<file path="src/rtl/ldp_emu_pkg.sv">
`default_nettype none
// ============================================================================
// Module   : ldp_emu_pkg
// Brief    : Shared state encoding, widths and descriptor type for the LDP
//            emulator frame path.
// Revision : 1.0
// ============================================================================
package ldp_emu_pkg;

    localparam int ADDR_W    = 64;
    localparam int CFG_W     = 32;
    localparam int FNUM_W    = 32;
    localparam int CREDIT_W  = 34;
    localparam int FCOUNT_W  = 64;

    localparam int C_MD_BYTES_DEF = 64;

    localparam logic [1:0] C_ST_IDLE  = 2'd0;
    localparam logic [1:0] C_ST_RUN   = 2'd1;
    localparam logic [1:0] C_ST_ISSUE = 2'd2;

    typedef struct packed {
        logic              side;
        logic [ADDR_W-1:0] fd_addr;
        logic [ADDR_W-1:0] md_addr;
        logic [ADDR_W-1:0] fc_addr;
        logic [FNUM_W-1:0] frame_num;
    } desc_t;

endpackage
`default_nettype wire

</file>
<file path="src/rtl/ldp_rate_credit.sv">
`default_nettype none
// ============================================================================
// Module   : ldp_rate_credit
// Brief    : Microsecond tick counter and saturating byte-credit accumulator.
// Revision : 1.0
// ============================================================================
module ldp_rate_credit
    import ldp_emu_pkg::*;
#(
    parameter int CLKS_PER_USEC = 250
) (
    input  logic                clk,
    input  logic                resetn,
    input  logic                clr,
    input  logic                add_en,
    input  logic                take,
    input  logic [CFG_W-1:0]    rate,
    input  logic [CFG_W-1:0]    frame_size,
    output logic [CREDIT_W-1:0] credit
);

    localparam int TICK_W = (CLKS_PER_USEC > 1) ? $clog2(CLKS_PER_USEC) : 1;
    localparam logic [TICK_W-1:0] C_TICK_LAST = TICK_W'(CLKS_PER_USEC - 1);

    logic [TICK_W-1:0]   r_tick;
    logic [CREDIT_W-1:0] r_credit;
    logic                w_tc;
    logic [CREDIT_W:0]   w_sum;
    logic [CREDIT_W:0]   w_cap;

    assign w_tc  = add_en && (r_tick == C_TICK_LAST);
    assign w_cap = {2'b00, frame_size, 1'b0};

    // take is only raised with credit >= frame_size, so the subtraction never underflows
    assign w_sum = {1'b0, r_credit}
                 - (take ? {3'b000, frame_size} : {(CREDIT_W+1){1'b0}})
                 + (w_tc ? {3'b000, rate}       : {(CREDIT_W+1){1'b0}});

    always_ff @(posedge clk) begin
        if (!resetn || !add_en) begin
            r_tick <= '0;
        end else if (w_tc) begin
            r_tick <= '0;
        end else begin
            r_tick <= r_tick + 1'b1;
        end
    end

    always_ff @(posedge clk) begin
        if (!resetn || clr) begin
            r_credit <= '0;
        end else if (w_sum > w_cap) begin
            r_credit <= w_cap[CREDIT_W-1:0];
        end else begin
            r_credit <= w_sum[CREDIT_W-1:0];
        end
    end

    assign credit = r_credit;

endmodule
`default_nettype wire

</file>
<file path="src/rtl/ldp_frame_sequencer.sv">
`default_nettype none
// ============================================================================
// Module   : ldp_frame_sequencer
// Brief    : Rate-paced frame descriptor generator alternating between two
//            ring sides (frame data, metadata and frame-counter addresses).
// Revision : 1.0
// ============================================================================
module ldp_frame_sequencer
    import ldp_emu_pkg::*;
#(
    parameter int CLKS_PER_USEC = 250,
    parameter int MD_BYTES      = C_MD_BYTES_DEF
) (
    input  logic                clk,
    input  logic                resetn,
    input  logic                start,
    input  logic                stop,
    input  logic [CFG_W-1:0]    FRAME_SIZE,
    input  logic [CFG_W-1:0]    BYTES_PER_USEC,
    input  logic [ADDR_W-1:0]   FD0_RING_ADDR,
    input  logic [ADDR_W-1:0]   FD1_RING_ADDR,
    input  logic [ADDR_W-1:0]   FD_RING_SIZE,
    input  logic [ADDR_W-1:0]   MD0_RING_ADDR,
    input  logic [ADDR_W-1:0]   MD1_RING_ADDR,
    input  logic [ADDR_W-1:0]   MD_RING_SIZE,
    input  logic [ADDR_W-1:0]   FC0_ADDR,
    input  logic [ADDR_W-1:0]   FC1_ADDR,
    output logic                desc_valid,
    input  logic                desc_ready,
    output logic                desc_side,
    output logic [ADDR_W-1:0]   desc_fd_addr,
    output logic [ADDR_W-1:0]   desc_md_addr,
    output logic [ADDR_W-1:0]   desc_fc_addr,
    output logic [FNUM_W-1:0]   desc_frame_num,
    output logic                running,
    output logic                cfg_error,
    output logic [FCOUNT_W-1:0] frames_issued
);

    localparam logic [ADDR_W-1:0] C_MD_STEP = ADDR_W'(MD_BYTES);

    logic [1:0]          r_state;
    logic                r_cfg_error;
    logic                r_stop_pending;
    logic                r_side;
    logic [CFG_W-1:0]    r_fs;
    logic [CFG_W-1:0]    r_bpu;
    logic [ADDR_W-1:0]   r_fd_base [2];
    logic [ADDR_W-1:0]   r_md_base [2];
    logic [ADDR_W-1:0]   r_fc_addr [2];
    logic [ADDR_W-1:0]   r_fd_size;
    logic [ADDR_W-1:0]   r_md_size;
    logic [ADDR_W-1:0]   r_fd_off  [2];
    logic [ADDR_W-1:0]   r_md_off  [2];
    logic [FNUM_W-1:0]   r_cnt     [2];
    logic [FCOUNT_W-1:0] r_frames;
    desc_t               r_desc;

    logic                w_cfg_bad;
    logic                w_start_ok;
    logic                w_take;
    logic                w_hs;
    logic                w_add_en;
    logic [CREDIT_W-1:0] w_credit;
    logic [ADDR_W-1:0]   w_fs64;
    logic [ADDR_W-1:0]   w_fd_next;
    logic [ADDR_W-1:0]   w_md_next;
    logic                w_fd_wrap;
    logic                w_md_wrap;

    assign w_cfg_bad = (FRAME_SIZE == '0) || (BYTES_PER_USEC == '0)
                    || (FD_RING_SIZE < {32'b0, FRAME_SIZE})
                    || (MD_RING_SIZE < C_MD_STEP);

    assign w_start_ok = (r_state == C_ST_IDLE) && start && !w_cfg_bad;
    assign w_add_en   = (r_state != C_ST_IDLE);
    assign w_take     = (r_state == C_ST_RUN) && !stop
                     && (w_credit >= {2'b00, r_fs});
    assign w_hs       = (r_state == C_ST_ISSUE) && desc_ready;

    // Wrap when the next frame would not fit entirely inside the ring
    assign w_fs64    = {32'b0, r_fs};
    assign w_fd_next = r_fd_off[r_side] + w_fs64;
    assign w_md_next = r_md_off[r_side] + C_MD_STEP;
    assign w_fd_wrap = ({1'b0, w_fd_next} + {1'b0, w_fs64})    > {1'b0, r_fd_size};
    assign w_md_wrap = ({1'b0, w_md_next} + {1'b0, C_MD_STEP}) > {1'b0, r_md_size};

    ldp_rate_credit #(
        .CLKS_PER_USEC (CLKS_PER_USEC)
    ) u_rate_credit (
        .clk        (clk),
        .resetn     (resetn),
        .clr        (w_start_ok),
        .add_en     (w_add_en),
        .take       (w_take),
        .rate       (r_bpu),
        .frame_size (r_fs),
        .credit     (w_credit)
    );

    always_ff @(posedge clk) begin
        if (!resetn) begin
            r_state        <= C_ST_IDLE;
            r_cfg_error    <= 1'b0;
            r_stop_pending <= 1'b0;
            r_side         <= 1'b0;
            r_fs           <= '0;
            r_bpu          <= '0;
            r_fd_base[0]   <= '0;
            r_fd_base[1]   <= '0;
            r_md_base[0]   <= '0;
            r_md_base[1]   <= '0;
            r_fc_addr[0]   <= '0;
            r_fc_addr[1]   <= '0;
            r_fd_size      <= '0;
            r_md_size      <= '0;
            r_fd_off[0]    <= '0;
            r_fd_off[1]    <= '0;
            r_md_off[0]    <= '0;
            r_md_off[1]    <= '0;
            r_cnt[0]       <= '0;
            r_cnt[1]       <= '0;
            r_frames       <= '0;
            r_desc         <= '0;
        end else begin
            case (r_state)
                C_ST_IDLE: begin
                    if (start && w_cfg_bad) begin
                        r_cfg_error <= 1'b1;
                    end else if (w_start_ok) begin
                        r_cfg_error    <= 1'b0;
                        r_stop_pending <= 1'b0;
                        r_side         <= 1'b0;
                        r_fs           <= FRAME_SIZE;
                        r_bpu          <= BYTES_PER_USEC;
                        r_fd_base[0]   <= FD0_RING_ADDR;
                        r_fd_base[1]   <= FD1_RING_ADDR;
                        r_md_base[0]   <= MD0_RING_ADDR;
                        r_md_base[1]   <= MD1_RING_ADDR;
                        r_fc_addr[0]   <= FC0_ADDR;
                        r_fc_addr[1]   <= FC1_ADDR;
                        r_fd_size      <= FD_RING_SIZE;
                        r_md_size      <= MD_RING_SIZE;
                        r_fd_off[0]    <= '0;
                        r_fd_off[1]    <= '0;
                        r_md_off[0]    <= '0;
                        r_md_off[1]    <= '0;
                        r_cnt[0]       <= '0;
                        r_cnt[1]       <= '0;
                        r_frames       <= '0;
                        r_state        <= C_ST_RUN;
                    end
                end
                C_ST_RUN: begin
                    if (stop) begin
                        r_state <= C_ST_IDLE;
                    end else if (w_take) begin
                        r_desc.side      <= r_side;
                        r_desc.fd_addr   <= r_fd_base[r_side] + r_fd_off[r_side];
                        r_desc.md_addr   <= r_md_base[r_side] + r_md_off[r_side];
                        r_desc.fc_addr   <= r_fc_addr[r_side];
                        r_desc.frame_num <= r_cnt[r_side] + 1'b1;
                        r_state          <= C_ST_ISSUE;
                    end
                end
                C_ST_ISSUE: begin
                    if (w_hs) begin
                        r_cnt[r_side]    <= r_cnt[r_side] + 1'b1;
                        r_frames         <= r_frames + 1'b1;
                        r_fd_off[r_side] <= w_fd_wrap ? '0 : w_fd_next;
                        r_md_off[r_side] <= w_md_wrap ? '0 : w_md_next;
                        r_side           <= ~r_side;
                        r_stop_pending   <= 1'b0;
                        r_state          <= (r_stop_pending || stop) ? C_ST_IDLE : C_ST_RUN;
                    end else if (stop) begin
                        r_stop_pending <= 1'b1;
                    end
                end
                default: begin
                    r_state <= C_ST_IDLE;
                end
            endcase
        end
    end

    assign desc_valid     = (r_state == C_ST_ISSUE);
    assign desc_side      = r_desc.side;
    assign desc_fd_addr   = r_desc.fd_addr;
    assign desc_md_addr   = r_desc.md_addr;
    assign desc_fc_addr   = r_desc.fc_addr;
    assign desc_frame_num = r_desc.frame_num;
    assign running        = (r_state != C_ST_IDLE);
    assign cfg_error      = r_cfg_error;
    assign frames_issued  = r_frames;

endmodule
`default_nettype wire

</file>
<file path="config.mk">
export PLATFORM = sky130hd
export DESIGN_NAME = ldp_frame_sequencer
export DESIGN_NICKNAME = d
export VERILOG_FILES = /design/src/rtl/ldp_emu_pkg.sv /design/src/rtl/ldp_rate_credit.sv /design/src/rtl/ldp_frame_sequencer.sv
export SDC_FILE = /design/constraint.sdc
export NUM_CORES = 2
export LEC_CHECK = 0
export CORE_ASPECT_RATIO = 0.8
export CORE_MARGIN = 1.5
export CORE_UTILIZATION = 40
export CTS_CLUSTER_SIZE = 25
export DETAILED_ROUTE_END_ITERATION = 6
export SETUP_SLACK_MARGIN = 0.5
export SLEW_MARGIN = 15
export SYNTH_ARGS = -nofsm -noshare
export SYNTH_HDL_FRONTEND = slang
export SYNTH_HIERARCHICAL = 1
export SYNTH_SLANG_ARGS = --single-unit
</file>
<file path="constraint.sdc">
create_clock -name clk -period 20.9 [get_ports clk]
set_clock_uncertainty 0.2 [all_clocks]
set_input_delay 4.18 -clock clk [delete_from_list [all_inputs] [get_ports clk]]
set_output_delay 4.18 -clock clk [all_outputs]
set_load 0.005 [all_outputs]
</file>
==> flow_summary.ini <==
[run_status]
status = complete, but fails checks
violations = DRC

[power]
clkPwrFrac = 0.278
p_seq_frac = 0.328
fin_total_pwr_uw = 9140
p_comb_frac = 0.395
power_leakage_uw = 0.0360
ir_drop_uv = 160
switching_share = 0.378
p_int_uw = 5680
switchingPower_uw = 3460
power_density_nw_per_um2 = 102

[yosys]
synth_warnings = 6
syn-instance-count = 7674
async_flop_share = 0
seq_area_frac_synth = 0.430
synthesis.nets = 8747
synth.avg_cell_area_um2 = 9.61
synth-seq-cells = 1233
synth_cell_types = 107
synth_edf_count = 704
synthFlopType = edfxtp_1
syn_area_um2 = 73800

[global_routing]
grt_pass1_wl_um = 380000
grt_pass1_vias = 58700
overflow = 0
grt_max_degree = 193
antenna_found_initial = 20
globalRouteTotalUtil = 0.265

[floorplanning]
initial_core_util = 0.404
die_h_um = 387
rows = 140
core-area_um2 = 183000
die_x_um = 483
die_area_um2 = 187000
io_pins = 873

[timing]
finalSetupViolCount = 0
period_needed_ns = 11.53
final_max_slew_viol_count = 0
worst_pin_slew_ns = 1.19
hold_viol_final = 0
setup_slack_ns = 9.37
period_share = 0.552
rsz0062_at_grt = no
relSlewSlack = 0.201
timing.setup.tns_ns = 0
max_freq_mhz = 86.7

[hold_path]
min_path_type = register to register
min_to = desc_fd_addr[41]
min_from = desc_fd_addr[41]
holdPathStages = 2

[routing]
routed_wl_um = 257000
drc = 3
route.vias.total = 60800
drt_pass1_iterations = 7
postRouteAntennaNets = 0
wl_per_cell_um = 23.6
first_iter_violations = 4801
post_drt_via_cell_ratio = 5.58

[worst_setup_path]
startpoint_type = register
rr_worst_depth = 37
cpPeakStageDelay_ns = 0.82
arrival_ns = 11.95
critPathKind = register to register
critPathRequiredTime_ns = 21.32
crit_path_max_fanout = 57
cp-end-kind = register
regToRegSetupSlack_ns = 9.37
reg2reg_to = r_fd_off[0][46]
cpMostUsedCell = a21oi_1
cp_slowest_cell = buf_4

[layout]
drive_above_1_share = 0.0679
stdcell_count = 10900
syn2layout_area_growth_pct = 21.0
layout_common_cells = nor2_1 (877), clkdlybuf4s50_1 (871), edfxtp_1 (704), dfxtp_1 (527), inv_1 (506)
layout.nets = 9434
final.fill_count = 17100
final_common_cell = nor2_1

[clock_tree]
clockRootBuffer = clkbuf_16
cts_hold_buf = 0
cts_tree = built
h-tree-depth = 4
cts_sinks = 1233
post_cts_resized = 0
clk_latency_ns = 0.78
cts_buffers = 140
cts_setup_buffers = 0
ctsLongestPathBuffers = 3
clk_pin_slew_ns = 0.06

[placed_design]
dp_cells = 10600
place_ws_ns = 9.09
hpwl_um = 195000
portBuffers = 872
place.gp.congestion = 0.945

[job]
maxCapViolations = 0
[power groups by stage]
stage | Clock, µW | Combinational, µW | Sequential (µW)
after floorplan | 0 | 2500 | 3040
after global placement | 0 | 3540 | 3040
after detailed placement | 0 | 3550 | 3050
after CTS | 2580 | 3580 | 3000
after global routing | 2670 | 3960 | 3020
final | 2540 | 3610 | 3000
[layer usage]
metal | vias to the layer above | global-route usage | wire (µm)
met5 | - | 0 | 78
li1 | 29000 | - | -
met1 | 29600 | 0.365 | 116000
met3 | 337 | 0.0521 | 17100
met2 | 1858 | 0.417 | 115000
met4 | 12 | 0.0839 | 8500
[cells by family after synthesis]
family | after synthesis | share of synthesized area
flops | 1233 | 0.430
xor+xnor | 430 | 0.0512
other cells | 1 | 0.0000508
compound gates | 1440 | 0.129
buf+inv | 912 | 0.0500
mux | 524 | 0.0742
fa+ha+maj | 492 | 0.0871
simple gates | 2642 | 0.178
[sequential cells by signal, indices dropped and copies added (netlist names), 2 cells and up, named ones only]
| name | cells |
|---|---|
| r_fs | 32 |
| r_cnt | 64 |
| desc_frame_num | 32 |
| u_rate_credit/credit | 34 |
| r_md_off | 128 |
| frames_issued | 64 |
| desc_fc_addr | 64 |
| r_md_size | 64 |
| desc_fd_addr | 64 |
| u_rate_credit/r_tick | 8 |
| r_bpu | 32 |
| r_fd_off | 128 |
| r_md_base | 128 |
| r_fd_size | 64 |
| r_fc_addr | 128 |
| desc_md_addr | 64 |
| r_state | 2 |
| r_fd_base | 128 |
[worst max-delay path by stage]
stage	from	endpoint	slack, ns
after floorplan	FRAME_SIZE[1]	r_fc_addr[0][0]	3.32
after global placement	stop	u_rate_credit/credit[15]	8.97
after detailed placement	stop	u_rate_credit/credit[16]	9.09
after CTS	register	r_fd_off[0][34]	9.49
after global routing	register	r_fd_off[0][46]	8.42
final	register	r_fd_off[0][46]	9.37
[final cells by class]
type	count	area, µm²	area share
clock inverter	67	763	0.00855
antenna	12	30.0	0.000336
inverter	509	1930	0.0217
clock buffer	193	3880	0.0435
multi-input combinational	5529	38500	0.431
timing repair buffer	948	9410	0.105
tap	2414	3020	0.0338
sequential	1233	31700	0.356
[per-stage QoR]
stage	hold slack, ns	cell area (µm²)	util
after floorplan	0.233	73800	-
after global routing	0.269	89200	0.489
final	0.249	89300	0.489
after global placement	0.238	84600	0.463
after detailed placement	0.245	84600	0.463
after CTS	0.252	89200	0.489
[worst max-delay path: cells and delay by family, from the launching register on]
kind | cells | cell delay, ns
muxes | 1 | 0.44
adders and majority gates | 3 | 0.86
buffers and inverters | 3 | 1.39
AOI/OAI and AO/OA | 17 | 4.65
and+or+nand+nor | 11 | 2.53
xor gates and xnor gates | 2 | 0.43
DFF | 1 | 0.81
[synth_stat cells (all sizes together) (55+ instances only)]
cell type,count,share of area
nor3,80,0.0055
a21oi,467,0.032
mux2,177,0.027
and2,74,0.0063
o21ai,212,0.014
edfxtp,704,0.29
nand3,175,0.012
nand2,494,0.025
a211oi,123,0.014
xor2,145,0.017
nor2b,74,0.0063
inv,509,0.026
dfxtp,529,0.14
clkbuf,313,0.016
nor2,880,0.045
ha,456,0.077
xnor2,285,0.034
a21o,204,0.021
and3,435,0.037
o31ai,55,0.0056
nor4,78,0.0073
nand4,142,0.012
mux2i,347,0.047
buf,90,0.0082
or3,63,0.0053
(Power assumes the default switching activity.)
